<file path="config.mk">
export PLATFORM = sky130hd
export DESIGN_NAME = rot_burst_seq
export DESIGN_NICKNAME = d
export VERILOG_FILES = /design/src/rtl/rot_pkg.sv /design/src/rtl/barrel_shifter_stage_r.sv /design/src/rtl/rot_burst_seq.sv
export SDC_FILE = /design/constraint.sdc
export NUM_CORES = 1
export LEC_CHECK = 0
export ABC_AREA = 1
export BUFFER_PORTS_ARGS = -buffer_cell sky130_fd_sc_hd__buf_2
export CAP_MARGIN = 20
export CORE_MARGIN = 5
export CORE_UTILIZATION = 50
export DETAILED_ROUTE_END_ITERATION = 10
export HOLD_SLACK_MARGIN = 0.15
export PLACE_DENSITY = 0.85
export REMOVE_ABC_BUFFERS = 1
export SYNTH_ARGS = -nofsm -noshare
export SYNTH_HDL_FRONTEND = slang
export SYNTH_SLANG_ARGS = --single-unit
</file>
<file path="constraint.sdc">
create_clock -name clk -period 2.8 [get_ports clk]
set_input_delay 0.56 -clock clk [delete_from_list [all_inputs] [get_ports clk]]
set_output_delay 0.56 -clock clk [all_outputs]
set_load 0.01 [all_outputs]
</file>
<file path="src/rtl/rot_pkg.sv">
// Shared constants, FSM state type and amount helper for the rotate burst sequencer.
// Latency: n/a (declarations only).
// Backpressure: n/a.
package rot_pkg;

  // Data width is tied to the rotate stage; the amount is log2 of it.
  localparam int DATA_W = 8;
  localparam int AMT_W  = 3;
  localparam int CNT_W  = 4;

  // IDLE waits for a command, RUN streams beats of the current command.
  typedef enum logic {
    IDLE = 1'b0,
    RUN  = 1'b1
  } state_e;

  // A left rotate by n equals a right rotate by (-n) mod DATA_W.
  function automatic logic [AMT_W-1:0] neg_amt(input logic [AMT_W-1:0] amt);
    logic [AMT_W-1:0] zero;
    zero = '0;
    return zero - amt;
  endfunction

endpackage

</file>
<file path="src/rtl/barrel_shifter_stage_r.sv">
// Combinational right-rotate of DATA_W bits by amt_i (log2 stages).
// Latency: 0 cycles, purely combinational.
// Backpressure: none; caller registers the result.
module barrel_shifter_stage_r #(
  parameter int DATA_W = 8,
  parameter int AMT_W  = 3
) (
  input  logic [DATA_W-1:0] data_i,
  input  logic [AMT_W-1:0]  amt_i,
  output logic [DATA_W-1:0] data_o
);

  // Each amount bit i conditionally rotates right by 2^i.
  always_comb begin
    logic [DATA_W-1:0] tmp;
    tmp = data_i;
    for (int i = 0; i < AMT_W; i++) begin
      if (amt_i[i]) begin
        tmp = (tmp >> (1 << i)) | (tmp << (DATA_W - (1 << i)));
      end
    end
    data_o = tmp;
  end

endmodule

</file>
<file path="src/rtl/rot_burst_seq.sv">
// Sequencer feeding one rotate stage: each command yields in_count+1 beats, beat k = data rotated by k*amt.
// Latency: first beat visible the cycle after accept, then one beat per cycle.
// Backpressure: outputs hold while out_ready is low; in_ready follows out_ready combinationally on the last beat.
// Optional: define ROT_BURST_LEFT_EN to honour in_dir (left rotate); otherwise in_dir is ignored.
module rot_burst_seq #(
  parameter int DATA_W = rot_pkg::DATA_W,
  parameter int AMT_W  = rot_pkg::AMT_W,
  parameter int CNT_W  = rot_pkg::CNT_W
) (
  input  logic              clk,
  input  logic              reset_n,
  input  logic              in_valid,
  output logic              in_ready,
  input  logic [DATA_W-1:0] in_data,
  input  logic [AMT_W-1:0]  in_amt,
  input  logic              in_dir,
  input  logic [CNT_W-1:0]  in_count,
  output logic              out_valid,
  input  logic              out_ready,
  output logic [DATA_W-1:0] out_data,
  output logic              out_last
);

  import rot_pkg::*;

  localparam logic [CNT_W-1:0] CNT_ONE = CNT_W'(1);

  state_e            state_q, state_d;
  logic [CNT_W-1:0]  rem_q,   rem_d;
  logic [AMT_W-1:0]  step_q,  step_d;
  logic [DATA_W-1:0] data_q,  data_d;
  logic              vld_q,   vld_d;
  logic              last_q,  last_d;

  logic              rem_zero;
  logic              accept;
  logic              beat_taken;
  logic [AMT_W-1:0]  eff_amt;
  logic [DATA_W-1:0] rot_in;
  logic [AMT_W-1:0]  rot_amt;
  logic [DATA_W-1:0] rot_out;

  assign rem_zero   = (rem_q == '0);
  // A new command may enter while the final beat is being consumed, so no bubble between bursts.
  assign in_ready   = (state_q == IDLE) | ((state_q == RUN) & rem_zero & out_ready);
  assign accept     = in_valid & in_ready;
  assign beat_taken = vld_q & out_ready;

`ifdef ROT_BURST_LEFT_EN
  assign eff_amt = in_dir ? neg_amt(in_amt) : in_amt;
`else
  // Direction input is accepted but has no effect in the right-only build.
  logic unused_dir;
  assign unused_dir = in_dir;
  assign eff_amt    = in_amt;
`endif

  // The single rotate stage serves both the first beat (from the command) and later beats (from the output register).
  assign rot_in  = accept ? in_data : data_q;
  assign rot_amt = accept ? eff_amt : step_q;

  barrel_shifter_stage_r #(
    .DATA_W (DATA_W),
    .AMT_W  (AMT_W)
  ) u_rot (
    .data_i (rot_in),
    .amt_i  (rot_amt),
    .data_o (rot_out)
  );

  // Next-state: load on accept, advance on a consumed non-final beat, drop to IDLE after the final beat.
  always_comb begin
    state_d = state_q;
    rem_d   = rem_q;
    step_d  = step_q;
    data_d  = data_q;
    vld_d   = vld_q;
    last_d  = last_q;

    if (accept) begin
      step_d  = eff_amt;
      data_d  = rot_out;
      rem_d   = in_count;
      vld_d   = 1'b1;
      last_d  = (in_count == '0);
      state_d = RUN;
    end else if ((state_q == RUN) && beat_taken) begin
      if (!rem_zero) begin
        data_d = rot_out;
        rem_d  = rem_q - CNT_ONE;
        last_d = (rem_q == CNT_ONE);
      end else begin
        vld_d   = 1'b0;
        last_d  = 1'b0;
        state_d = IDLE;
      end
    end
  end

  // State and output registers; reset abandons any burst in flight.
  always_ff @(posedge clk) begin
    if (!reset_n) begin
      state_q <= IDLE;
      rem_q   <= '0;
      step_q  <= '0;
      data_q  <= '0;
      vld_q   <= 1'b0;
      last_q  <= 1'b0;
    end else begin
      state_q <= state_d;
      rem_q   <= rem_d;
      step_q  <= step_d;
      data_q  <= data_d;
      vld_q   <= vld_d;
      last_q  <= last_d;
    end
  end

  assign out_valid = vld_q;
  assign out_data  = data_q;
  assign out_last  = last_q;

endmodule

</file>
==> flow_summary.html <==
<table>
<tr><th>Metric</th><th>Value</th></tr>
<tr><th colspan="2">GRT</th></tr>
<tr><td>First-pass GRT wire length</td><td>5078 um</td></tr>
<tr><td>Largest net degree at the start of global routing</td><td>17</td></tr>
<tr><td>Total grt overflow</td><td>0</td></tr>
<tr><td>Via count of the first global-routing pass</td><td>1172</td></tr>
<tr><td>Antenna violations before repair</td><td>0</td></tr>
<tr><td>Tot GR Track Use</td><td>18.42%</td></tr>
<tr><th colspan="2">Die</th></tr>
<tr><td>Die Area</td><td>3573 sq um</td></tr>
<tr><td>Floorplan core area</td><td>2432 sq um</td></tr>
<tr><td>Number of top-level design ports</td><td>31</td></tr>
<tr><td>Initial Utilization</td><td>50.93%</td></tr>
<tr><td>Die width</td><td>59.78 um</td></tr>
<tr><td>Die height</td><td>59.78 um</td></tr>
<tr><td>Cell row count</td><td>18</td></tr>
<tr><th colspan="2">Synth</th></tr>
<tr><td>Most frequently used cell type in the post-synthesis netlist</td><td>sky130_fd_sc_hd__nand2_1</td></tr>
<tr><td>Flip-flop cell with the highest count after synthesis</td><td>sky130_fd_sc_hd__dfxtp_1</td></tr>
<tr><td>Unique cell type count in the Yosys netlist</td><td>26</td></tr>
<tr><td>Synth Area per Inst</td><td>6.320 sq um</td></tr>
<tr><td>Yosys warning count</td><td>0</td></tr>
<tr><td>Synth Instances</td><td>196</td></tr>
<tr><td>Fraction of synthesis flops using an asynchronous set or reset pin</td><td>0%</td></tr>
<tr><td>Most area-hungry cell type in the Yosys netlist</td><td>sky130_fd_sc_hd__dfxtp_1</td></tr>
<tr><td>Post-synthesis sequential element count</td><td>17</td></tr>
<tr><td>Combined area of all synthesized cells</td><td>1239 sq um</td></tr>
<tr><td>Area share of the largest cell type after synthesis</td><td>27.47%</td></tr>
<tr><td>Sequential-to-total area share from yosys stat</td><td>27.47%</td></tr>
<tr><td>Post-synth EDFFs</td><td>0</td></tr>
<tr><td>Commonest cells in the netlist</td><td>sky130_fd_sc_hd__nand2_1 (52), sky130_fd_sc_hd__nand3_1 (42), sky130_fd_sc_hd__nor2_1 (20)</td></tr>
<tr><td>Synth area leaders</td><td>sky130_fd_sc_hd__dfxtp_1 (27%), sky130_fd_sc_hd__nand3_1 (17%), sky130_fd_sc_hd__nand2_1 (16%)</td></tr>
<tr><th colspan="2">Pwr</th></tr>
<tr><td>Power share of the clock group</td><td>16.7%</td></tr>
<tr><td>Maximum ir drop on the vdd rail</td><td>0.3255 mV</td></tr>
<tr><td>Share of total power in combinational logic</td><td>45.7%</td></tr>
<tr><td>Net switching power</td><td>0.0003365 W</td></tr>
<tr><td>Leak</td><td>0.7635 nW</td></tr>
<tr><td>Power share of the sequential group</td><td>37.5%</td></tr>
<tr><td>P per Cell Area</td><td>565.3 nW/um^2</td></tr>
<tr><td>Switching Fraction</td><td>41.59%</td></tr>
<tr><td>Internal</td><td>0.0004726 W</td></tr>
<tr><th colspan="2">Clock tree</th></tr>
<tr><td>Sinks on the clock net</td><td>17</td></tr>
<tr><td>Resize count post-CTS</td><td>0</td></tr>
<tr><td>Postcts setup bufs</td><td>0</td></tr>
<tr><td>Post-CTS Hold Buffers</td><td>0</td></tr>
<tr><td>Worst-Skew Late Latency</td><td>0.29 ns</td></tr>
<tr><td>Clock Pin Slew Worst Setup and Hold Paths</td><td>0.10 ns</td></tr>
<tr><td>Cts bufs inserted</td><td>3</td></tr>
<tr><td>Bufs on Longest Clock Path</td><td>2</td></tr>
<tr><td>Buffer type at the clock tree root</td><td>sky130_fd_sc_hd__clkbuf_4</td></tr>
<tr><td>TritonCTS clock tree</td><td>done</td></tr>
<tr><td>H-tree lvl count</td><td>1</td></tr>
<tr><th colspan="2">Route</th></tr>
<tr><td>Number of routed nets with antenna violations</td><td>0</td></tr>
<tr><td>Avg Vias per Cell</td><td>5.278</td></tr>
<tr><td>Drt pass-1 iters</td><td>4</td></tr>
<tr><td>Number of design-rule violations left by the first detailed-router iteration</td><td>77</td></tr>
<tr><td>Number of design rule violations left after detail routing</td><td>0</td></tr>
<tr><td>Total number of vias</td><td>1346</td></tr>
<tr><td>Average detailed-routed wire length per instance</td><td>11.93 um</td></tr>
<tr><td>Total length of routed wires</td><td>3043 um</td></tr>
<tr><th colspan="2">Timing</th></tr>
<tr><td>Crit path time final</td><td>2.190 ns</td></tr>
<tr><td>Relative slew slack</td><td>61.54%</td></tr>
<tr><td>RSZ-0062 raised after global routing</td><td>no</td></tr>
<tr><td>Number of slew-limit violations in the final report</td><td>0</td></tr>
<tr><td>Worst path setup slack after routing</td><td>0.6097 ns</td></tr>
<tr><td>Setup violators final</td><td>0</td></tr>
<tr><td>Maximum clock frequency</td><td>0.4566 GHz</td></tr>
<tr><td>Final hold violations</td><td>0</td></tr>
<tr><td>Final TNS setup</td><td>0 ns</td></tr>
<tr><td>Post-route clock period utilization</td><td>78.23%</td></tr>
<tr><td>Transition time of the tightest slew-check pin</td><td>0.5708 ns</td></tr>
<tr><td>Worst Clk Skew</td><td>0.001692 ns</td></tr>
<tr><th colspan="2">Critical path</th></tr>
<tr><td>Arr. time, crit path</td><td>2.44 ns</td></tr>
<tr><td>Endpoint of the worst register-to-register path</td><td>out_data[3]$_SDFFE_PN0P_</td></tr>
<tr><td>Worst Reg-to-Reg Cells</td><td>14</td></tr>
<tr><td>Flop-to-flop setup slack</td><td>0.61 ns</td></tr>
<tr><td>Critical path destination</td><td>out_data[3]$_SDFFE_PN0P_</td></tr>
<tr><td>Crit path max fanout</td><td>13</td></tr>
<tr><td>Launching point of the worst reg2reg path</td><td>rem_q[0]$_SDFFE_PN0P_</td></tr>
<tr><td>First element of the critical path</td><td>rem_q[0]$_SDFFE_PN0P_</td></tr>
<tr><td>Kind of launch point of the worst setup path</td><td>register</td></tr>
<tr><td>Crit end category</td><td>register</td></tr>
<tr><td>Data required, critical path</td><td>3.05 ns</td></tr>
<tr><td>CP Class</td><td>reg2reg</td></tr>
<tr><th colspan="2">Layout</th></tr>
<tr><td>NumNets Final</td><td>249</td></tr>
<tr><td>Proportion of layout cells with a drive suffix above 1</td><td>22.67%</td></tr>
<tr><td>Cell area after layout</td><td>1431 sq um</td></tr>
<tr><td>Final Util</td><td>58.85%</td></tr>
<tr><td>Number of standard cells in the final layout excluding fillers</td><td>255</td></tr>
<tr><td>Signed area change from the synthesized netlist to the final layout</td><td>15.56%</td></tr>
<tr><td>Diode insertion count for antenna repair</td><td>0</td></tr>
<tr><th colspan="2">Flow run</th></tr>
<tr><td>Max cap viols</td><td>0</td></tr>
<tr><th colspan="2">Hold path</th></tr>
<tr><td>Type of the most critical hold path</td><td>reg2reg</td></tr>
<tr><th colspan="2">Place</th></tr>
<tr><td>Area after DPL</td><td>1405 sq um</td></tr>
<tr><td>Setup slack at placement</td><td>0.5815 ns</td></tr>
<tr><td>Port Buf Inserts</td><td>29</td></tr>
<tr><td>Detailed placer's ending HPWL</td><td>2309 um</td></tr>
<tr><td>Routability-driven placement congestion ratio</td><td>0.9083</td></tr>
<tr><td>Post-placement cell count</td><td>251</td></tr>
<tr><th colspan="2">Outcome</th></tr>
<tr><td>Outcome</td><td>completed</td></tr>
</table>
## cell usage in the layout (no fill, tap or decap), drive strengths merged
master	instances
nand4	1
o21ai	7
nor2	21
or2	1
nand2	54
nor3	1
a211o	1
o211ai	3
nand3	51
inv	20
clkbuf	4
buf	32
nor4	1
dfxtp	17
nand3b	1
a21oi	5
ha	3
xnor2	2
## per-stage QoR
| stage | hold slack, ns | total power [W] |
|---|---|---|
| after floorplan | 0.4819 | 0.0005717 |
| after global placement | 0.4792 | 0.0006673 |
| after detailed placement | 0.4888 | 0.0006762 |
| after CTS | 0.5159 | 0.0008143 |
| after global routing | 0.5264 | 0.0008770 |
| final | 0.5135 | 0.0008092 |
## how the worst min path moves through the flow
stage / from / end / cells after the start
CTS: rem_q[3]$_SDFFE_PN0P_ / rem_q[3]$_SDFFE_PN0P_ / 2
detailed placement: out_last$_SDFFE_PN0P_ / out_last$_SDFFE_PN0P_ / 2
global placement: out_last$_SDFFE_PN0P_ / out_last$_SDFFE_PN0P_ / 2
global route: rem_q[3]$_SDFFE_PN0P_ / rem_q[3]$_SDFFE_PN0P_ / 2
floorplan: rem_q[3]$_SDFFE_PN0P_ / rem_q[3]$_SDFFE_PN0P_ / 2
finish: rem_q[3]$_SDFFE_PN0P_ / rem_q[3]$_SDFFE_PN0P_ / 2
## sequential cells by signal, summed over array words and instances (netlist names)
register / cells
out_data: 8
rem_q: 4
step_q: 3
out_last: 1
out_valid: 1
## power groups by stage
stage               Clock (W)  Sequential, W  Combinational (W)
floorplan                   0       0.000315           0.000256
global placement            0       0.000308           0.000359
detailed placement          0       0.000309           0.000367
CTS                  0.000142       0.000304           0.000369
global route         0.000147       0.000308           0.000422
finish               0.000135       0.000304           0.000370
## critical path, stage by stage (launching register included)
cell and delay, ns:
sky130_fd_sc_hd__dfxtp_1 0.42, sky130_fd_sc_hd__inv_1 0.09, sky130_fd_sc_hd__ha_1 0.23, sky130_fd_sc_hd__nand3_2 0.08, sky130_fd_sc_hd__nand2_2 0.05, sky130_fd_sc_hd__nand2_2 0.20
sky130_fd_sc_hd__buf_4 0.22, sky130_fd_sc_hd__nand2_1 0.06, sky130_fd_sc_hd__nand2_1 0.23, sky130_fd_sc_hd__nand2_1 0.13, sky130_fd_sc_hd__nand3_1 0.12, sky130_fd_sc_hd__nand3_1 0.10
sky130_fd_sc_hd__nand3_1 0.11, sky130_fd_sc_hd__nand2_1 0.05, sky130_fd_sc_hd__inv_1 0.04
## layout make-up
| class | count | area [sq um] |
|---|---|---|
| Clock buffer | 4 | 26.28 |
| Fill cell | 259 | 1001 |
| Inverter | 20 | 77.57 |
| Multi-Input combinational cell | 152 | 782.0 |
| Sequential cell | 17 | 340.3 |
| Tap cell | 30 | 37.54 |
| Timing Repair Buffer | 32 | 167.7 |
## logic make-up (layout without fill, tap and decap cells)
group	Yosys count	after routing	share of synthesized area, %
xor gates and xnor gates	2	2	1.414
AOI/OAI and AO/OA	16	16	8.586
DFF	17	17	27.48
buffers and inverters	27	56	9.394
adders and majority gates	3	3	3.031
and+or+nand+nor	131	131	50.10
## routing by layer
metal  part of all wire (%)  track usage (%)
met1                     46            24.58
met2                     44            30.09
met3                    8.1            2.376
met4                    1.8            6.646
met5                      0                0
(Power assumes the default switching activity.)
